**src/rtl/branch_predictor_unit_if.sv**
```systemverilog
// Fetch-lookup / resolve-update bundle of the branch predictor.
// Valid/ready semantics: neither channel has backpressure; fetch_valid and resolve_valid are sampled every cycle and always accepted.
interface branch_predictor_unit_if #(
    parameter int GW = 1
);
    logic          fetch_valid;
    logic [31:0]   fetch_pc;
    logic [31:0]   pred_pc;
    logic          pred_taken;
    logic [GW-1:0] pred_ghr;
    logic          resolve_valid;
    logic [31:0]   resolve_pc;
    logic          resolve_taken;
    logic [31:0]   resolve_target;
    logic [31:0]   resolve_pred_pc;
    logic [GW-1:0] resolve_ghr;
    logic          flush;
    logic [31:0]   redirect_pc;
    logic [15:0]   mispredict_count;

    modport master (
        output fetch_valid, fetch_pc,
        output resolve_valid, resolve_pc, resolve_taken, resolve_target, resolve_pred_pc, resolve_ghr,
        input  pred_pc, pred_taken, pred_ghr, flush, redirect_pc, mispredict_count
    );

    modport slave (
        input  fetch_valid, fetch_pc,
        input  resolve_valid, resolve_pc, resolve_taken, resolve_target, resolve_pred_pc, resolve_ghr,
        output pred_pc, pred_taken, pred_ghr, flush, redirect_pc, mispredict_count
    );
endinterface

```
**src/rtl/branch_predictor_unit.sv**
```systemverilog
// Direct-mapped BTB plus 2-bit counter PHT (bimodal or gshare), combinational
// fetch lookup, non-speculative training and history update at resolve.
module branch_predictor_unit #(
    parameter int         ENTRIES   = 32,
    parameter int         HIST_BITS = 0,
    parameter logic [1:0] CNT_INIT  = 2'b01
) (
    input  logic                     clk,
    input  logic                     reset,
    branch_predictor_unit_if.slave   bus
);
    localparam int IDX  = $clog2(ENTRIES);
    localparam int TAGW = 30 - IDX;
    localparam int GW   = (HIST_BITS > 0) ? HIST_BITS : 1;

    logic            btb_valid_q [ENTRIES];
    logic [TAGW-1:0] btb_tag_q   [ENTRIES];
    logic [31:0]     btb_tgt_q   [ENTRIES];
    logic [1:0]      pht_q       [ENTRIES];
    logic [GW-1:0]   ghr_q, ghr_d;
    logic [15:0]     miss_cnt_q, miss_cnt_d;

    logic [IDX-1:0]  f_idx, f_pidx, f_hist;
    logic [TAGW-1:0] f_tag;
    logic            f_hit;
    logic [IDX-1:0]  r_idx, r_pidx, r_hist;
    logic [TAGW-1:0] r_tag;
    logic [1:0]      pht_cur, pht_nxt;
    logic [31:0]     actual_next;
    logic            flush;

    generate
        if (HIST_BITS > 0) begin : g_gshare
            assign f_hist = IDX'(ghr_q);
            assign r_hist = IDX'(bus.resolve_ghr);
        end else begin : g_bimodal
            assign f_hist = '0;
            assign r_hist = '0;
        end
    endgenerate

    assign f_idx  = bus.fetch_pc[IDX+1:2];
    assign f_tag  = bus.fetch_pc[31:IDX+2];
    assign f_pidx = f_idx ^ f_hist;
    assign f_hit  = bus.fetch_valid & btb_valid_q[f_idx] & (btb_tag_q[f_idx] == f_tag);

    assign bus.pred_taken = f_hit & pht_q[f_pidx][1];
    assign bus.pred_pc    = bus.pred_taken ? btb_tgt_q[f_idx] : bus.fetch_pc + 32'd4;
    assign bus.pred_ghr   = ghr_q;

    assign r_idx  = bus.resolve_pc[IDX+1:2];
    assign r_tag  = bus.resolve_pc[31:IDX+2];
    assign r_pidx = r_idx ^ r_hist;

    assign actual_next = bus.resolve_taken ? bus.resolve_target : bus.resolve_pc + 32'd4;
    // Gated by reset so a resolve presented during reset never raises a flush.
    assign flush       = bus.resolve_valid & (actual_next != bus.resolve_pred_pc) & ~reset;

    assign bus.flush            = flush;
    assign bus.redirect_pc      = actual_next;
    assign bus.mispredict_count = miss_cnt_q;

    always_comb begin
        pht_cur = pht_q[r_pidx];
        pht_nxt = pht_cur;
        if (bus.resolve_taken) begin
            if (pht_cur != 2'b11) pht_nxt = pht_cur + 2'b01;
        end else begin
            if (pht_cur != 2'b00) pht_nxt = pht_cur - 2'b01;
        end
    end

    always_comb begin
        ghr_d      = ghr_q;
        miss_cnt_d = miss_cnt_q;
        if (bus.resolve_valid && (HIST_BITS > 0)) ghr_d = (ghr_q << 1) | GW'(bus.resolve_taken);
        if (flush && (miss_cnt_q != 16'hFFFF)) miss_cnt_d = miss_cnt_q + 16'd1;
    end

    always_ff @(posedge clk or posedge reset) begin
        if (reset) begin
            for (int i = 0; i < ENTRIES; i++) begin
                btb_valid_q[i] <= 1'b0;
                btb_tag_q[i]   <= '0;
                btb_tgt_q[i]   <= '0;
                pht_q[i]       <= CNT_INIT;
            end
            ghr_q      <= '0;
            miss_cnt_q <= '0;
        end else begin
            if (bus.resolve_valid) begin
                pht_q[r_pidx] <= pht_nxt;
                if (bus.resolve_taken) begin
                    btb_valid_q[r_idx] <= 1'b1;
                    btb_tag_q[r_idx]   <= r_tag;
                    btb_tgt_q[r_idx]   <= bus.resolve_target;
                end
            end
            ghr_q      <= ghr_d;
            miss_cnt_q <= miss_cnt_d;
        end
    end

    // Word-alignment bits and, in bimodal mode, the history input carry no information.
    logic unused_bits;
    assign unused_bits = ^{bus.fetch_pc[1:0], bus.resolve_pc[1:0], bus.resolve_ghr};
endmodule

```
**src/flat_wrapper.sv**
```systemverilog
// flat-port wrapper written by rule: the top's interface ports become plain ports
module branch_predictor_unit_flat 
#(
    parameter int         ENTRIES   = 32,
    parameter int         HIST_BITS = 0,
    parameter logic [1:0] CNT_INIT  = 2'b01
)
  (clk, reset, bus_fetch_valid, bus_fetch_pc, bus_resolve_valid, bus_resolve_pc, bus_resolve_taken, bus_resolve_target, bus_resolve_pred_pc, bus_resolve_ghr, bus_pred_pc, bus_pred_taken, bus_pred_ghr, bus_flush, bus_redirect_pc, bus_mispredict_count);
  branch_predictor_unit_if #(.GW(1)) bus_i ();
  input  logic clk;
  input  logic reset;
  input wire logic [$bits(bus_i.fetch_valid)-1:0] bus_fetch_valid;
  input wire logic [$bits(bus_i.fetch_pc)-1:0] bus_fetch_pc;
  input wire logic [$bits(bus_i.resolve_valid)-1:0] bus_resolve_valid;
  input wire logic [$bits(bus_i.resolve_pc)-1:0] bus_resolve_pc;
  input wire logic [$bits(bus_i.resolve_taken)-1:0] bus_resolve_taken;
  input wire logic [$bits(bus_i.resolve_target)-1:0] bus_resolve_target;
  input wire logic [$bits(bus_i.resolve_pred_pc)-1:0] bus_resolve_pred_pc;
  input wire logic [$bits(bus_i.resolve_ghr)-1:0] bus_resolve_ghr;
  output wire logic [$bits(bus_i.pred_pc)-1:0] bus_pred_pc;
  output wire logic [$bits(bus_i.pred_taken)-1:0] bus_pred_taken;
  output wire logic [$bits(bus_i.pred_ghr)-1:0] bus_pred_ghr;
  output wire logic [$bits(bus_i.flush)-1:0] bus_flush;
  output wire logic [$bits(bus_i.redirect_pc)-1:0] bus_redirect_pc;
  output wire logic [$bits(bus_i.mispredict_count)-1:0] bus_mispredict_count;
  assign bus_i.fetch_valid = bus_fetch_valid;
  assign bus_i.fetch_pc = bus_fetch_pc;
  assign bus_i.resolve_valid = bus_resolve_valid;
  assign bus_i.resolve_pc = bus_resolve_pc;
  assign bus_i.resolve_taken = bus_resolve_taken;
  assign bus_i.resolve_target = bus_resolve_target;
  assign bus_i.resolve_pred_pc = bus_resolve_pred_pc;
  assign bus_i.resolve_ghr = bus_resolve_ghr;
  assign bus_pred_pc = bus_i.pred_pc;
  assign bus_pred_taken = bus_i.pred_taken;
  assign bus_pred_ghr = bus_i.pred_ghr;
  assign bus_flush = bus_i.flush;
  assign bus_redirect_pc = bus_i.redirect_pc;
  assign bus_mispredict_count = bus_i.mispredict_count;
  branch_predictor_unit #(.ENTRIES(ENTRIES), .HIST_BITS(HIST_BITS), .CNT_INIT(CNT_INIT)) u_core (.clk(clk), .reset(reset), .bus(bus_i));
endmodule
```
**config.mk**
```make
export PLATFORM = sky130hd
export DESIGN_NAME = branch_predictor_unit_flat
export DESIGN_NICKNAME = d
export VERILOG_FILES = /design/src/rtl/branch_predictor_unit_if.sv /design/src/rtl/branch_predictor_unit.sv /design/src/flat_wrapper.sv
export SDC_FILE = /design/constraint.sdc
export NUM_CORES = 2
export LEC_CHECK = 0
export ABC_AREA = 0
export CAP_MARGIN = 0
export CORE_MARGIN = 2
export CORE_UTILIZATION = 56
export DETAILED_ROUTE_END_ITERATION = 10
export GPL_ROUTABILITY_DRIVEN = 0
export GPL_TIMING_DRIVEN = 0
export PLACE_DENSITY = 0.76
export SYNTH_ARGS = -nofsm -noshare
export SYNTH_HDL_FRONTEND = slang
export SYNTH_SLANG_ARGS = --single-unit
```
**constraint.sdc**
```tcl
create_clock -name clk -period 59.1 [get_ports clk]
set_input_delay 8.865 -clock clk [delete_from_list [all_inputs] [get_ports clk]]
set_output_delay 8.865 -clock clk [all_outputs]
set_load 0.005 [all_outputs]
```
=== Word-level counts from Yosys, hierarchy flattened ===
Index checks and enable logic that the tools add are counted.

* Logic and storage cells: 185
* Bits in registers: 1936
* Input port bits: 134
* Output and inout port bits: 83

* Magnitude comparators: 3
* Bitwise operators: 9
* Equality and inequality tests: 4
* Reductions and logical operators: 4
* Add/sub/neg operators: 5
* Mux-type cells: 31

{| class="wikitable"
|+ Operators by type and width
! cell !! count
|-
| $bwmux 1024 || 1
|-
| $bwmux 800 || 1
|-
| $bmux 32 s5 || 1
|-
| $demux 32 s5 || 1
|-
| $mux 32 || 5
|-
| $bmux 25 s5 || 1
|-
| $demux 25 s5 || 1
|-
| $mux 25 || 3
|-
| $add 32x3->32 const B || 2
|-
| $bwmux 64 || 1
|-
| $ne 32x32->1 || 1
|-
| $or 32x32->32 || 1
|-
| $eq 25x25->1 || 1
|-
| $bmux 2 s5 || 2
|-
| $add 16x1->16 const B || 1
|-
| $mux 2 || 8
|-
| $ne 16x16->1 const B || 1
|-
| $ge 6x6->1 const B || 2
|-
| $not 5->6 || 2
|-
| $demux 2 s5 || 1
|-
| $lt 6x1->1 const B || 1
|-
| $and 1x1->1 || 5
|-
| $bmux 1 s5 || 1
|-
| $demux 1 s5 || 1
|-
| 8 further kinds || 11
|}

=== Depth between registers and ports, before layout ===
* Depth in word-level cells: 8
* Mapped depth: 18
* Depth with buffers taken out: 12

=== Worst setup path after synthesis ===
OpenSTA, ideal clock, no wires.

* Path kind: input -> output
* Start point: input reset
* End point: output bus_flush
* Data arrival time: 52524 ps
* Stages on the path: 3
* Data required time: 50235 ps
* Buffers on the path: 0
* Setup slack: -2289 ps
* Cells stage by stage: inv_1 -> nand2_1 -> nor2_1

* Cells in the longest elaborated chain, start to end: 2

{| class="wikitable"
|+ RTL lines
! what !! line !! text
|-
| start: declaration || flat_wrapper.sv:11 || <nowiki>input logic reset;</nowiki>
|-
| $not 1->1 || branch_predictor_unit.sv:57 || <nowiki>assign flush = bus.resolve_valid & (actual_next != bus.resolve_pred_pc) & ~reset;</nowiki>
|-
| $and 1x1->1 || branch_predictor_unit.sv:57 ||
|-
| end: declaration || flat_wrapper.sv:23 || <nowiki>output wire logic [$bits(bus_i.flush)-1:0] bus_flush;</nowiki>
|}

No other way between the ends.

=== Worst setup path after layout ===
* Start point: input bus_fetch_pc[3]
* End point: output bus_pred_pc[30]

* Cells in the longest elaborated chain, start to end: 8
* Elaborated cells on any way between the ends: 19
* Those cells by class: 1 x add/sub; 1 x eq/ne; 13 x mux; 4 x bitwise

{| class="wikitable"
|+ RTL lines
! what !! line !! text
|-
| start: declaration || flat_wrapper.sv:13 || <nowiki>input wire logic [$bits(bus_i.fetch_pc)-1:0] bus_fetch_pc;</nowiki>
|-
| $not 5->6 (not written as such) || branch_predictor_unit.sv:45, branch_predictor_unit.sv:47, branch_predictor_unit.sv:48 ||
|-
| $bmux 25 s5 or $bmux 1 s5 (tied branches) || branch_predictor_unit.sv:45 || <nowiki>assign f_hit = bus.fetch_valid & btb_valid_q[f_idx] & (btb_tag_q[f_idx] == f_tag);</nowiki>
|-
| $mux 25 (not written as such) or $mux 1 (tied branches) (2 in a row) || branch_predictor_unit.sv:45 ||
|-
| $eq 25x25->1 or $and 1x1->1 (tied branches) || branch_predictor_unit.sv:45 ||
|-
| $and 1x1->1 || branch_predictor_unit.sv:45 ||
|-
| $and 1x1->1 || branch_predictor_unit.sv:47 || <nowiki>assign bus.pred_taken = f_hit & pht_q[f_pidx][1];</nowiki>
|-
| $mux 32 (*) || branch_predictor_unit.sv:48 || <nowiki>assign bus.pred_pc = bus.pred_taken ? btb_tgt_q[f_idx] : bus.fetch_pc + 32'd4;</nowiki>
|-
| end: declaration || flat_wrapper.sv:20 || <nowiki>output wire logic [$bits(bus_i.pred_pc)-1:0] bus_pred_pc;</nowiki>
|}

Mark *: on every way between the ends. The rest lies on a longest branch, timed or not. The select of a mux whose other input is x is not followed.

==> reports/qor.yml <==
setup_viol: 0
hold_class: "register to register"
grt_max_degree: 46
drc: 0
ir_drop_mv: 0.0317
power_mw: 3.40
crit_family: "buffers and inverters"
clk_path_buf_depth: 3
slowest_stage: "buf_1"
wl_per_cell_um: 36.5
syn_area_per_cell_um2: 14.9
placeableCoreArea_um2: 160000
cts_made_buffers: 195
grt-busiest-layer: "met2"
viasPerCell: 6.88
p_per_area_nw_per_um2: 33.1
rsz0062_at_grt: "no"
worstMarginPinSlew_ps: 1610
fin_util: 0.640
ioPinCount: 217
grt_pass1_wl_um: 456000
startpoint_type: "input pin"
status: "complete, but fails checks"
cts_sinks: 1936
met1_usage: 0.508
die_area_um2: 164000
cp.buffers_inverters: 8
cp_slowest_stage_delay_ps: 1160
synth_area_um2: 90300
reg2reg_from: "u_core.pht_q[15]"
initial_core_util: 0.563
synthFlopType: "dfrtp_1"
dr.first_iter.drc_count: 8027
fillers: 11600
r2r_setup_slack_ps: 56480
grt.total_usage: 0.397
die_width_um: 406
violations: "capacitance limit, slew limit"
clockRootBuffer: "clkbuf_16"
hold_start: "u_core.btb_valid_q[27]"
hold_slack_ps: 460
period_minus_slack_ps: 26410
cts_setup_buffers: 0
yosysSeqAreaShare: 0.537
rows: 147
path_clk_slew_ps: 60
ys_types: 79
cp.required_ps: 50240
synth_nets: 6196
fmax_ghz: 0.0379
ctsResizeCount: 0
use_met3: 0.167
p_leak_nw: 46.6
ys_warn_count: 0
skew_ps: 15.1
hold_depth: 1
synthToLayoutAreaGrowth_pct: 13.6
postSynthCellCount: 6056
cts_tree: "done"
nNetsFinal: 6644
drt_pass1_iterations: 6
holdBufCountCts: 0
end_kind: "primary output"
min_period_over_period: 0.447
io_buffers: 194
max_slew_margin: -0.0753
instances_no_fill: 8850
ant_nets: 0
htreeDepth: 4
met2_usage: 0.556
crit_type: "input pin to primary output"
ys_seq_elements: 1936
dp_cells: 8462
path_cells: "clkdlybuf4s50_1, buf_2, buf_2, buf_2, buf_2, buf_1, mux2i_1, o221ai_1, a21oi_1, o21ai_0, nand2_1, xor2_1, nand3_1, nor4_4, buf_4, mux2i_1, clkdlybuf4s50_1"
hpwl_um: 226000
antenna_found_initial: 50
crit_path_frequent_cell: "buf_2"
drv_cap: 4
synth_edf_count: 0
finalHoldViolCount: 0
wl_um: 323000
grt_overflow: 0
hold_end: "u_core.btb_valid_q[27]"
slew_violations: 33
insertion_delay_ps: 860
cp_max_fo: 10
grt_pass1_vias: 61100
crit_arrival_ps: 17540
die_h_um: 406
worstReg2RegEnd: "u_core.pht_q[54]"
drive_gt1_frac: 0.428
async_flop_share: 1.00
routed-via-count: 60900
r2r_cells: 8
==> power by group <==
part | switching, mW | internal, mW | leakage (nW)
combinational | 0.252 | 0.272 | 17.8
clock | 0.547 | 0.711 | 3.21
sequential | 0.101 | 1.51 | 25.6
total | 0.901 | 2.50 | 46.6
==> stage by stage <==
stage / worst slack [ps] / instance area [um2] / setup TNS, ps
2_1_floorplan: 11850 / 90300 / 0
3_3_place_gp: -10300 / 95000 / -13230
3_5_place_dp: 33380 / 96000 / 0
4_1_cts: 33340 / 102000 / 0
5_1_grt: 32950 / 103000 / 0
6_report: 32690 / 103000 / 0
==> kinds of logic (layout without fill, tap and decap cells) <==
logic type	count (synthesis)	count (layout)	share of synthesized area
mux	2514	2514	0.370
flops	1936	1936	0.537
buf+inv	599	1208	0.0273
simple gates	566	566	0.0304
compound gates	308	308	0.0219
xor+xnor	124	124	0.0125
fa+ha+maj	8	8	0.00105
other cells	1	26	0.0000415
==> cells in the final DEF (no fill, tap or decap), drive strengths merged, types with 17 or more instances in the layout <==
cell,n
diode,25
a21oi,58
nor2,112
nand2,188
nand2b,22
a22oi,18
mux2,1850
buf,277
or2,20
inv,30
clkinv,42
dfrtp,1904
xor2,65
clkdlybuf4s50,194
nor3,41
mux4,474
clkbuf,657
xnor2,56
and3,17
dfstp,32
o21ai,109
nand3,69
o22ai,24
o221ai,26
mux2i,190
and2,17
==> layer usage <==
layer  routed length [um]  part of all wire
met5                  421            0.0013
met4                24800             0.077
met3                43500              0.13
met2               137000              0.42
met1               117000              0.36
==> cell usage after synthesis (4+ instances only) <==
cell       instances  share of area
dfrtp_1         1904           0.53
mux2_2          1850           0.23
mux4_2           474           0.12
clkbuf_1         355          0.015
mux2i_1          190          0.021
nand2_1          188         0.0078
buf_1            134         0.0056
nor2_1           112         0.0047
o21ai_0          104         0.0058
nand3_1           69         0.0038
xor2_1            65         0.0063
buf_2             61         0.0034
a21oi_1           58         0.0032
xnor2_1           56         0.0054
nor3_1            41         0.0023
dfstp_2           32         0.0093
o221ai_1          26         0.0025
o22ai_1           24         0.0017
nand2b_1          22         0.0015
inv_1             20        0.00083
or2_2             20         0.0014
a22oi_1           18         0.0015
and3_1            17         0.0012
buf_4             16         0.0013
and2_1            15         0.0010
nand4_1           13        0.00090
a221oi_1          11         0.0011
nand3b_1          11        0.00091
nor2b_1           11        0.00076
nor4_1            11        0.00076
a211oi_1           8        0.00067
buf_6              7        0.00087
o32ai_1            7        0.00068
or3_1              7        0.00048
ha_1               6        0.00083
nand4b_1           6        0.00058
a2111oi_0          5        0.00048
a211o_1            5        0.00048
o21ai_1            5        0.00028
or4_1              5        0.00042
and4_1             4        0.00039
nor3b_1            4        0.00033
o2111ai_1          4        0.00039
==> state kept, by name, summed over array words and instances (netlist names) <==
register                     count
u_core.btb_tag_q               800
u_core.btb_tgt_q              1024
u_core.btb_valid_q              32
u_core.bus.mispredict_count     16
u_core.pht_q                    64
==> worst max path at each step <==
stage                     cells past startpoint  slack (ps)       startpoint         endpoint
after floorplan                               3       11850            reset        bus_flush
after global placement                        5      -10300            reset        bus_flush
after detailed placement                     18       33380  bus_fetch_pc[3]  bus_pred_pc[30]
after CTS                                    18       33340  bus_fetch_pc[3]  bus_pred_pc[30]
after global routing                         18       32950  bus_fetch_pc[3]  bus_pred_pc[30]
final                                        17       32690  bus_fetch_pc[3]  bus_pred_pc[30]
==> area by class of cell <==
class	instances	area (um2)	share of cell area
sequential	1936	48500	0.472
multi-input combinational	3521	39400	0.384
clock buffer	301	5870	0.0572
timing repair buffer	251	3050	0.0297
tap	2160	2700	0.0263
buffer	576	2390	0.0233
clock inverter	57	602	0.00586
inverter	23	90.1	0.000878
antenna	25	62.6	0.000610
Power figures use the tool's default switching activity.
